[config.mk]
export PLATFORM = sky130hd
export DESIGN_NAME = addsub_post_normalizer
export DESIGN_NICKNAME = d
export VERILOG_FILES = /design/src/rtl/addsub_post_normalizer.sv
export SDC_FILE = /design/constraint.sdc
export NUM_CORES = 1
export LEC_CHECK = 0
export CELL_PAD_IN_SITES_DETAIL_PLACEMENT = 1
export CELL_PAD_IN_SITES_GLOBAL_PLACEMENT = 2
export CORE_UTILIZATION = 27
export DETAILED_ROUTE_END_ITERATION = 12
export GPL_ROUTABILITY_DRIVEN = 0
export PLACE_DENSITY_LB_ADDON = 0.1
export SYNTH_ARGS = -nofsm -noshare
export SYNTH_HDL_FRONTEND = slang
export SYNTH_SLANG_ARGS = --single-unit
[constraint.sdc]
create_clock -name clk -period 2.65 [get_ports clk]
set_input_delay 0.3975 -clock clk [delete_from_list [all_inputs] [get_ports clk]]
set_output_delay 0.3975 -clock clk [all_outputs]
set_load 0.1 [all_outputs]
[src/rtl/addsub_post_normalizer.sv]
// -----------------------------------------------------------------------------
// addsub_post_normalizer
//
// Iterative normalizer for the raw result of the add/subtract datapath. The
// incoming word is {carry, 24-bit significand, G, R, S}. A carry-out causes a
// single right shift with sticky preservation. Otherwise the word is shifted
// left one bit per cycle until the hidden bit (bit MANT_W-1) is set, the
// exponent floor is reached (subnormal result), or the word is zero (exact
// cancellation, reported as +0). Exponent overflow on the right shift yields
// an all-ones exponent and a zero significand.
//
// Ports
//   clk        in   clock, rising edge
//   rst        in   asynchronous reset, active-high
//   in_valid   in   input word valid
//   in_ready   out  block can accept a word (high only when idle)
//   in_sum     in   raw adder result, [MANT_W]=carry, [2:0]=G,R,S
//   in_exp     in   biased exponent of the larger operand (0 treated as 1)
//   in_sign    in   result sign
//   out_valid  out  normalized result valid, held until out_ready
//   out_ready  in   downstream accepts the result
//   out_mant   out  normalized significand+GRS (hidden bit at MANT_W-1)
//   out_exp    out  result exponent (0 = subnormal/zero, all-ones = overflow)
//   out_sign   out  result sign
//   out_zero   out  exact zero result
//   out_ovf    out  exponent overflow
// -----------------------------------------------------------------------------
module addsub_post_normalizer #(
    parameter int MANT_W = 27,
    parameter int EXP_W  = 8
) (
    input  logic              clk,
    input  logic              rst,
    input  logic              in_valid,
    output logic              in_ready,
    input  logic [MANT_W:0]   in_sum,
    input  logic [EXP_W-1:0]  in_exp,
    input  logic              in_sign,
    output logic              out_valid,
    input  logic              out_ready,
    output logic [MANT_W-1:0] out_mant,
    output logic [EXP_W-1:0]  out_exp,
    output logic              out_sign,
    output logic              out_zero,
    output logic              out_ovf
);

    typedef enum logic [1:0] {
        IDLE  = 2'd0,
        SHIFT = 2'd1,
        DONE  = 2'd2
    } state_t;

    localparam logic [EXP_W-1:0] EXP_ONE = EXP_W'(1);
    localparam logic [EXP_W-1:0] EXP_MAX = '1;

    state_t            state;
    state_t            state_nxt;
    logic [MANT_W:0]   s;
    logic [EXP_W-1:0]  e;
    logic              sign;
    logic              zero;
    logic              ovf;
    logic [EXP_W-1:0]  e_inc;

    // Right shift by one that folds the two bits leaving the bottom into
    // the sticky position, so no set bit is ever lost to rounding.
    function automatic logic [MANT_W:0] shr_sticky(input logic [MANT_W:0] v);
        return {1'b0, v[MANT_W:2], v[1] | v[0]};
    endfunction

    assign e_inc = e + EXP_ONE;

    // State register
    always_ff @(posedge clk or posedge rst) begin
        if (rst) begin
            state <= IDLE;
        end else begin
            state <= state_nxt;
        end
    end

    // Next-state logic; SHIFT decisions follow the same priority as the
    // datapath below (carry, zero, normalized, exponent floor, shift left).
    always_comb begin
        state_nxt = state;
        case (state)
            IDLE: begin
                if (in_valid) state_nxt = SHIFT;
            end
            SHIFT: begin
                if (s[MANT_W]) begin
                    if (e_inc == EXP_MAX) state_nxt = DONE;
                end else if (s == '0) begin
                    state_nxt = DONE;
                end else if (s[MANT_W-1]) begin
                    state_nxt = DONE;
                end else if (e <= EXP_ONE) begin
                    state_nxt = DONE;
                end
            end
            DONE: begin
                if (out_ready) state_nxt = IDLE;
            end
            default: state_nxt = IDLE;
        endcase
    end

    // Working registers: loaded on accept, updated once per SHIFT cycle
    always_ff @(posedge clk or posedge rst) begin
        if (rst) begin
            s    <= '0;
            e    <= '0;
            sign <= 1'b0;
            zero <= 1'b0;
            ovf  <= 1'b0;
        end else begin
            case (state)
                IDLE: begin
                    if (in_valid) begin
                        s    <= in_sum;
                        e    <= (in_exp == '0) ? EXP_ONE : in_exp;
                        sign <= in_sign;
                        zero <= 1'b0;
                        ovf  <= 1'b0;
                    end
                end
                SHIFT: begin
                    if (s[MANT_W]) begin
                        e <= e_inc;
                        if (e_inc == EXP_MAX) begin
                            s   <= '0;
                            ovf <= 1'b1;
                        end else begin
                            s <= shr_sticky(s);
                        end
                    end else if (s == '0) begin
                        // Exact cancellation always produces +0
                        zero <= 1'b1;
                        e    <= '0;
                        sign <= 1'b0;
                    end else if (s[MANT_W-1]) begin
                        // Already normalized; hold
                    end else if (e <= EXP_ONE) begin
                        // Subnormal: stop shifting, leave significand as is
                        e <= '0;
                    end else begin
                        s <= {s[MANT_W-1:0], 1'b0};
                        e <= e - EXP_ONE;
                    end
                end
                DONE: begin
                    if (out_ready) begin
                        zero <= 1'b0;
                        ovf  <= 1'b0;
                    end
                end
                default: ;
            endcase
        end
    end

    // Output logic
    always_comb begin
        in_ready  = (state == IDLE);
        out_valid = (state == DONE);
        out_mant  = s[MANT_W-1:0];
        out_exp   = e;
        out_sign  = sign;
        out_zero  = zero;
        out_ovf   = ovf;
    end

endmodule

==> impl_metrics.yaml <==
global_route:
  grt_pass1_wl_mm: 14.3
  first_global_vias: 2709
  antenna_found_initial: 0
  grt_max_degree: 29
  grt_use_total: 0.176
  grt_overflow: 0
placement:
  hpwl_mm: 6.73
  pre_cts_slack_ns: 0.218
  dp_cells: 516
  io_buffers: 80
cells_and_area:
  fin_nets: 435
  instances_no_fill: 524
  final_cell_mix: "buf_4, nor2_1, clkdlybuf4s50_1"
  layout_commonest_cell: "buf_4"
  drive_gt1_frac: 0.215
  areaGrowthSynthToFinish_pct: 31.8
  fillers: 1172
  antenna_cells: 0
synthesis:
  synth_nets: 374
  synth_largest_type_area_fraction: 0.371
  synth_area_sq_um: 2760
  synth-edff-count: 0
  synth_area_leaders: "dfrtp_1, a221oi_1, buf_4"
  ys_ff_latch: 41
  syn-instance-count: 329
  synth-seq-area-share: 0.371
  synth_top_flop_cell: "dfrtp_1"
  ys_types: 43
  synthArstFlopShare: 1.00
  yosys.area.top_type: "dfrtp_1"
  synth_area_per_cell_sq_um: 8.40
  synth-warning-count: 0
critical_path:
  r2r_end: "s[20]"
  cp-start-kind: "flop"
  reg2reg_slack_ns: 0.26
  crit-reg2reg-launch: "out_exp[2]"
  crit_chain: "nand4_2 -> or3_4 -> a2111oi_4 -> a21oi_2 -> buf_4 -> a221oi_1 -> o31ai_1"
  criticalPathCategory: "reg -> reg"
  cp.arrival_ns: 2.58
  reg2reg_depth: 7
  crit_fanout: 18
  crit_path_max_incr_delay_ns: 0.49
  slowest_stage: "dfrtp_4"
  cp-end-kind: "flop"
  worst-endpoint-required_ns: 2.84
sta:
  fin_crit_ns: 2.39
  setup_viol: 0
  finalHoldViolations: 0
  fin_skew_ns: 0.00927
  timing.slew.headroom: 0.383
  max_clock_freq_mhz: 418
  setup_ws_ns: 0.260
  tightest_slew_ns: 0.921
  fin_tns_setup_ns: 0
  period_share: 0.902
  rsz0062_at_grt: "false"
  timing.final.max_slew_violations: 0
floorplan:
  rows: 36
  start_util: 0.280
  die_h_microns: 103
  core_area_sq_um: 9860
  io_pins: 81
  die_area_sq_um: 10600
  die_w_microns: 103
clock_tree:
  clkLatencyLatePin_ns: 0.30
  htreeDepth: 2
  tritoncts: "built"
  cts_sinks: 41
  cts.repair.resized: 0
  cts-root-buf: "clkbuf_8"
  cts_buffers: 5
  ctsHoldBuffers: 0
  clk_pin_slew_ns: 0.08
  clk_path_buf_depth: 2
  cts_setup_buffers: 0
routing:
  vias_per_cell: 5.19
  drt-total-wl_mm: 9.11
  drc_errors: 0
  vias: 2717
  postRouteAntennaNets: 0
  first_pass_iters: 4
  avgRoutedWirePerCell_microns: 17.4
  drt-initial-drc-count: 71
worst_hold_path:
  hold_class: "in -> async"
status:
  status: "complete, no violations"
job:
  drv_cap: 0
final cells by class:
class	count	area (sq um)	share of cell area
multi-input combinational	226	1390	0.383
sequential	41	1040	0.285
timing repair buffer	101	871	0.239
tap	133	166	0.0457
clock buffer	7	86.3	0.0237
inverter	15	56.3	0.0155
clock inverter	1	30.0	0.00825
routing by layer:
layer | vias to the layer above | part of all wire | GRT usage
met1 | 1349 | 0.48 | 0.245
met2 | 58 | 0.47 | 0.286
met3 | 5 | 0.044 | 0.0305
met4 | 0 | 0.0072 | 0.0358
met5 | - | 0 | 0
li1 | 1305 | - | -
through the flow:
stage                     area, sq um  utilization  hold WS (ns)
after floorplan                  2770            -         0.503
after global placement           3520        0.357         0.501
after detailed placement         3520        0.357         0.498
after CTS                        3640        0.369         0.509
after global routing             3640        0.369         0.529
final                            3640        0.369         0.479
logic make-up (layout without fill, tap and decap cells):
| family | after synthesis | in the layout | synth area share |
|---|---|---|---|
| flip-flops | 41 | 41 | 0.371 |
| adder cells (fa/ha/maj) | 4 | 4 | 0.0181 |
| multiplexers | 4 | 4 | 0.0149 |
| buffers and inverters | 62 | 124 | 0.130 |
| AND/OR/NAND/NOR | 116 | 116 | 0.187 |
| AO/OA/AOI/OAI | 97 | 97 | 0.264 |
| XOR/XNOR | 5 | 5 | 0.0159 |
registers in the layout, indices dropped and copies added, names as in the netlist:
register / count
s: 28
out_exp: 8
state: 2
out_ovf: 1
out_sign: 1
out_zero: 1
cell usage after synthesis, types with 8 or more instances:
library cell  number
a21oi_1           13
a221oi_1          26
buf_4             28
clkbuf_1          12
dfrtp_1           41
inv_1             15
nand2_1           39
nand3_1           10
nor2_1            43
nor4_1             9
o21ai_0            8
o31ai_1           25
critical path: cells and delay by family (launching register included):
kind,cells,cell delay (ns)
AOI/OAI and AO/OA,4,1.01
buffers and inverters,1,0.22
DFF,1,0.49
and+or+nand+nor,2,0.54
worst max-delay path by stage:
| stage | startpoint | depth (start not counted) | end | slack [ns] |
|---|---|---|---|---|
| 6_report | out_exp[2] | 7 | s[20] | 0.26 |
| 4_1_cts | out_exp[2] | 7 | s[20] | 0.22 |
| 5_1_grt | out_exp[0] | 7 | s[22] | 0.07 |
| 3_3_place_gp | out_exp[2] | 7 | s[20] | 0.22 |
| 2_1_floorplan | out_exp[1] | 8 | s[6] | 0.06 |
| 3_5_place_dp | out_exp[2] | 7 | s[20] | 0.22 |
Power is left out: the tool's default activity adds up to more than one toggle a clock period on the data nets, which glitch-free logic cannot reach.
